$ cat src/rtl/fetch_sequencer.sv
// Dual-issue fetch/issue controller: owns the fetch PC, splits 8-byte instruction
// pairs into even/odd issue slots, and sequences split issue and branch redirects.
module fetch_sequencer #(
    parameter int unsigned IMEM_BYTES = 2048,
    parameter logic [31:0] RESET_PC   = 32'h0000_0000,
    parameter logic [31:0] LNOP       = {11'b00000000001, 21'b0}
) (
    input  logic        clock,
    input  logic        reset,
    output logic [31:0] fetch_pc,
    output logic        fetch_stall,
    output logic        fetch_flush,
    input  logic        pair_valid,
    input  logic [31:0] pair_pc,
    input  logic [31:0] inst0,
    input  logic [31:0] inst1,
    input  logic        pipe_conflict,
    input  logic        issue_ready,
    input  logic        branch_valid,
    input  logic [31:0] branch_target,
    output logic [31:0] slot0_inst,
    output logic [31:0] slot1_inst,
    output logic        slot0_valid,
    output logic        slot1_valid,
    output logic [31:0] slot_pc
);

    localparam logic [31:0] PC_MASK  = 32'(IMEM_BYTES - 1);
    localparam logic [31:0] PAIR_MSK = PC_MASK & ~32'h7;

    typedef enum logic [1:0] {
        IDLE,
        RUN,
        SPLIT,
        REDIRECT
    } state_e;

    state_e      state_q, state_d;
    logic [31:0] fetch_pc_q, fetch_pc_d;
    logic        fetch_flush_q, fetch_flush_d;
    logic        slot0_valid_q, slot0_valid_d;
    logic        slot1_valid_q, slot1_valid_d;
    logic [31:0] slot0_inst_q, slot0_inst_d;
    logic [31:0] slot1_inst_q, slot1_inst_d;
    logic [31:0] slot_pc_q, slot_pc_d;
    logic        skip_first_q, skip_first_d;
    logic [31:0] hold_inst_q, hold_inst_d;
    logic [31:0] hold_pc_q, hold_pc_d;

    logic        accept;
    logic [31:0] pc_next_seq;
    logic        redirect_now;

    assign accept       = pair_valid & issue_ready;
    assign pc_next_seq  = (fetch_pc_q + 32'd8) & PAIR_MSK;
    assign redirect_now = branch_valid & (state_q != IDLE);

    always_comb begin
        // NOTE: every signal gets a default first, so no path through the
        // branches below can leave one unassigned and infer a latch.
        state_d       = state_q;
        fetch_pc_d    = fetch_pc_q;
        fetch_flush_d = 1'b0;
        slot0_valid_d = 1'b0;
        slot1_valid_d = 1'b0;
        slot0_inst_d  = LNOP;
        slot1_inst_d  = LNOP;
        slot_pc_d     = slot_pc_q;
        skip_first_d  = skip_first_q;
        hold_inst_d   = hold_inst_q;
        hold_pc_d     = hold_pc_q;

        if (redirect_now) begin
            // Big-endian bit 29 of the target is the odd-word select (bit 2 here).
            fetch_pc_d    = branch_target & PAIR_MSK;
            skip_first_d  = branch_target[2];
            hold_inst_d   = LNOP;
            hold_pc_d     = '0;
            fetch_flush_d = 1'b1;
            state_d       = REDIRECT;
        end else begin
            case (state_q)
                IDLE:     state_d = RUN;
                RUN: begin
                    if (accept) begin
                        slot_pc_d = pair_pc;
                        if (skip_first_q) begin
                            slot1_valid_d = 1'b1;
                            slot1_inst_d  = inst1;
                            skip_first_d  = 1'b0;
                            fetch_pc_d    = pc_next_seq;
                        end else if (pipe_conflict) begin
                            slot0_valid_d = 1'b1;
                            slot0_inst_d  = inst0;
                            hold_inst_d   = inst1;
                            hold_pc_d     = pair_pc;
                            state_d       = SPLIT;
                        end else begin
                            slot0_valid_d = 1'b1;
                            slot1_valid_d = 1'b1;
                            slot0_inst_d  = inst0;
                            slot1_inst_d  = inst1;
                            fetch_pc_d    = pc_next_seq;
                        end
                    end
                end
                SPLIT: begin
                    if (issue_ready) begin
                        slot1_valid_d = 1'b1;
                        slot1_inst_d  = hold_inst_q;
                        slot_pc_d     = hold_pc_q;
                        fetch_pc_d    = pc_next_seq;
                        state_d       = RUN;
                    end
                end
                REDIRECT: state_d = RUN;
            endcase
        end
    end

    assign fetch_stall = ~branch_valid &
                         ((state_q == SPLIT) | (state_q == REDIRECT) |
                          ((state_q == RUN) & pair_valid &
                           (~issue_ready | (pipe_conflict & ~skip_first_q))));

    always_ff @(posedge clock) begin
        // NOTE: sequential state uses non-blocking assignments only, so every
        // flop samples the values computed before this edge.
        if (!reset) begin
            state_q       <= IDLE;
            fetch_pc_q    <= RESET_PC & PAIR_MSK;
            fetch_flush_q <= 1'b0;
            slot0_valid_q <= 1'b0;
            slot1_valid_q <= 1'b0;
            slot0_inst_q  <= LNOP;
            slot1_inst_q  <= LNOP;
            slot_pc_q     <= '0;
            skip_first_q  <= 1'b0;
            // NOTE: the hold buffer is a plain register, not a memory, so it is
            // cleared here to make a reset mid-split drop the held word.
            hold_inst_q   <= LNOP;
            hold_pc_q     <= '0;
        end else begin
            state_q       <= state_d;
            fetch_pc_q    <= fetch_pc_d;
            fetch_flush_q <= fetch_flush_d;
            slot0_valid_q <= slot0_valid_d;
            slot1_valid_q <= slot1_valid_d;
            slot0_inst_q  <= slot0_inst_d;
            slot1_inst_q  <= slot1_inst_d;
            slot_pc_q     <= slot_pc_d;
            skip_first_q  <= skip_first_d;
            hold_inst_q   <= hold_inst_d;
            hold_pc_q     <= hold_pc_d;
        end
    end

    assign fetch_pc    = fetch_pc_q;
    assign fetch_flush = fetch_flush_q;
    assign slot0_valid = slot0_valid_q;
    assign slot1_valid = slot1_valid_q;
    assign slot0_inst  = slot0_inst_q;
    assign slot1_inst  = slot1_inst_q;
    assign slot_pc     = slot_pc_q;

endmodule

$ cat config.mk
export PLATFORM = sky130hd
export DESIGN_NAME = fetch_sequencer
export DESIGN_NICKNAME = d
export VERILOG_FILES = /design/src/rtl/fetch_sequencer.sv
export SDC_FILE = /design/constraint.sdc
export NUM_CORES = 1
export LEC_CHECK = 0
export BUFFER_PORTS_ARGS = -buffer_cell sky130_fd_sc_hd__buf_2
export CAP_MARGIN = 20
export CORE_MARGIN = 4
export CORE_UTILIZATION = 40
export DETAILED_ROUTE_END_ITERATION = 10
export GPL_ROUTABILITY_DRIVEN = 0
export PLACE_DENSITY = 0.68
export SLEW_MARGIN = 10
export SYNTH_ARGS = -nofsm -noshare
export SYNTH_HDL_FRONTEND = slang
export SYNTH_SLANG_ARGS = --single-unit
$ cat constraint.sdc
create_clock -name clock -period 3.2 [get_ports clock]
set_input_delay 0.32 -clock clock [delete_from_list [all_inputs] [get_ports clock]]
set_output_delay 0.32 -clock clock [all_outputs]
set_load 0.05 [all_outputs]
==> summary.txt <==
Status
  – Status: finished clean

Power and ir drop
  – Power share of the combinational group: between 20% and 30%
  – Flop pwr share: a little over two fifths
  – Net switching power: ~2.0 mW
  – Sw Share: a little over a third
  – Leak pwr: between 3 and 4 nW
  – Clock share of power: 32.7%
  – PwrDens: 691.7 nW/µm²
  – Max VDD drop: about 0.00036 V
  – Cell-internal power: around 3.7 mW

Worst setup path
  – CP max stage cell: nor2b_1
  – Crit-path max FO: 9
  – Worst EP arrival: approximately 2.8 ns
  – Crit-path max cell delay: approximately 0.56 ns
  – CP endpoint kind: flip-flop
  – Critical path startpoint category: flip-flop
  – CP required: roughly 3.5 ns
  – WS Path Type: reg -> reg
  – Crit path cell chain: inv_1 -> ha_1 -> nor2b_1 -> nor3_2 -> or3_1 -> o221a_1

Clock tree
  – CTS H-tree depth: 4
  – Num CTS Buffers: 17
  – CTS tree: yes
  – Clk_lat worst skew: 0.42 ns
  – Root buf cell: clkbuf_16
  – Clock sink total: approximately 170
  – CTS Buffer Depth: 2
  – Post-CTS resize count: 0
  – Hold_buf cts: 0
  – Clock transition at path regs: 0.07 ns
  – Setup repair bufs after CTS: 0

Logic synthesis
  – Most numerous cell in the Yosys netlist: dfxtp_1
  – Avg Inst Size Synth: 8.952 µm²
  – Async S/R FF share, synth: 0%
  – Area leader, netlist: dfxtp_1
  – Syn Std Cell Area: approximately 6600 µm²
  – Yosys warnings: 0
  – Synth top area cells: dfxtp_1 (53%), nand2_1 (7.9%), a21oi_1 (5.0%)
  – Number of synthesized flops with an enable pin: 0
  – FF+latch count, synth: approximately 170
  – Register area share after synthesis: 52.87%
  – Synth Flop Type: dfxtp_1
  – Top cells by count, synth: dfxtp_1 (174), nand2_1 (139), nor2_1 (73)
  – Syn Inst Count: approximately 740
  – Post-synth top area share: between 50 and 60%
  – Yosys cell types: between 40 and 50

Drt
  – Routed vias/inst: ~4.8
  – DR vias: between 5000 and 6000
  – Routed Antenna Nets: 0
  – Routed WL per cell: 14.51 µm
  – Remaining DRCs: 0
  – DRT iter0 DRCs: 288
  – 1st-pass router iterations: 5
  – Total Routed Length: approximately 17000 µm

Timing
  – Hold slack: ~0.08 ns
  – Min Tclk post-route: about 2.5 ns
  – TNS Setup: 0 ns
  – Unrepaired setup endpoints after global routing: false
  – Slew margin rel.: a little under half
  – Crit share post-route: between 70 and 80%
  – Final hold violations: 0
  – Final Max Slew Viols: 0
  – Fmax achieved: between 300 and 400 MHz
  – Worst slew pin tran: 0.8202 ns
  – Final setup violating endpoints: 0
  – Post-route clock skew: approximately 0.0073 ns

Place
  – Hpwl dp: 11200 µm
  – Port Buf Inserts: ~220

Global routing
  – Pin count of the biggest net entering global routing: 65
  – Vias in the first global route: between 5000 and 6000
  – First-pass GRT wire length: 26380 µm
  – GRT Util Overall: around 18%
  – Initial antenna violation count: 1
  – GRT overflow: 0

Die
  – # IOs: roughly 270
  – FP Rows: 46
  – Die footprint: 18590 µm²
  – Core Box Area: approximately 16000 µm²
  – Die W: ~140 µm
  – Initial Util: between 40% and 50%
  – DIE HEIGHT: between 100 and 150 µm

Finish
  – N_diodes: 0
  – Register area: 3483 µm²
  – Area of the multi-input gates: ~2800 µm²
  – FILL cells: roughly 1600
  – Nets: 1068
  – Area growth from synthesis to layout: 25.60%
  – Post-layout util: about half
  – Layout cells sized above 1: 29.19%

Flow run
  – Maxcap violations: 0

Worst hold path
  – Worst hold path class: in -> reg
routing by layer:
layer	GRT usage [%]	wire, µm	vias up
li1	-	-	2851
met1	22.30	7217	2536
met2	28.37	8068	175
met3	5.625	1260	19
met4	6.439	243	2
met5	0	7	-
kinds of logic after synthesis:
kind of cell	Yosys count	synth area share, %
buffers and inverters	85	6.646
AO/OA/AOI/OAI	157	15.70
adder cells (fa/ha/maj)	5	0.9495
multiplexers	33	5.032
AND/OR/NAND/NOR	281	18.74
other	1	0.05691
flip-flops	174	52.87
placed cells by master, fill, tap and decap left out, types with 2 or more instances in the layout:
cell type,netlist,final
buf_2,5,218
dfxtp_1,174,174
nand2_1,139,138
nor2_1,73,72
a21oi_1,66,66
and2_1,35,35
a211oi_1,33,33
mux2i_1,32,32
a22oi_1,31,31
conb_1,1,24
clkbuf_16,0,17
buf_4,24,13
nor4_1,6,6
inv_1,5,5
nand3_1,5,5
o21ai_0,5,5
clkinv_2,0,5
nand2b_1,4,4
a31oi_1,4,4
ha_1,5,4
o21a_1,3,3
and3_1,3,3
o22ai_1,3,3
clkinvlp_4,0,3
inv_6,0,3
a311oi_1,2,2
nor2b_1,3,2
nor3_2,1,2
nand4_1,2,2
nor4b_1,3,2
o32ai_2,2,2
nor3b_1,2,2
clkinv_4,0,2
critical path, delay by kind of cell (launching register included):
family / cells / cell delay, ns
AOI/OAI and AO/OA: 1 / 0.31
adders and majority gates: 1 / 0.22
buffers and inverters: 1 / 0.11
DFF: 1 / 0.46
and+or+nand+nor: 3 / 1.32
final cells by class:
cell class                 count  share of cell area [%]
sequential                   174                   42.09
timing repair buffer         231                   14.36
multi-input combinational    500                   33.60
tap                          216                   3.266
clock inverter                13                   1.104
inverter                       5                  0.2268
clock buffer                  19                   5.352
stage by stage:
| stage | power [mW] | std cells | area (µm²) | setup slack [ns] |
|---|---|---|---|---|
| floorplan | 3.583 | 759 | 6675 | 0.9998 |
| global placement | 3.892 | 1126 | 7741 | 0.6959 |
| detailed placement | 3.907 | 1126 | 7741 | 0.6643 |
| CTS | 5.787 | 1158 | 8275 | 0.6435 |
| global route | 6.007 | 1158 | 8275 | 0.4325 |
| finish | 5.724 | 1158 | 8275 | 0.6748 |
power by group through the flow:
stage,clock [mW],combinational (mW),sequential (mW)
finish,1.87,1.43,2.42
global route,2.02,1.55,2.43
CTS,1.93,1.44,2.42
detailed placement,0,1.44,2.47
global placement,0,1.43,2.46
floorplan,0,0.658,2.92
worst paths after layout:
path / start / end / slack, ns / cells after the start
max reg2reg: state_q[0] / fetch_pc[9] / 0.67 / 6
max: state_q[0] / fetch_pc[9] / 0.67 / 6
min reg2reg: hold_pc_q[4] / hold_pc_q[4] / 0.45 / 2
min: inst0[21] / slot0_inst[21] / 0.08 / 2
flip-flops by register name, summed over array words and instances, names as in the netlist:
signal and cells:
slot1_valid 1, hold_inst_q 32, slot0_valid 1, slot1_inst 32, slot0_inst 32, slot_pc 32, fetch_pc 8, state_q 2
skip_first_q 1, fetch_flush 1, hold_pc_q 32
(Power assumes the default switching activity.)
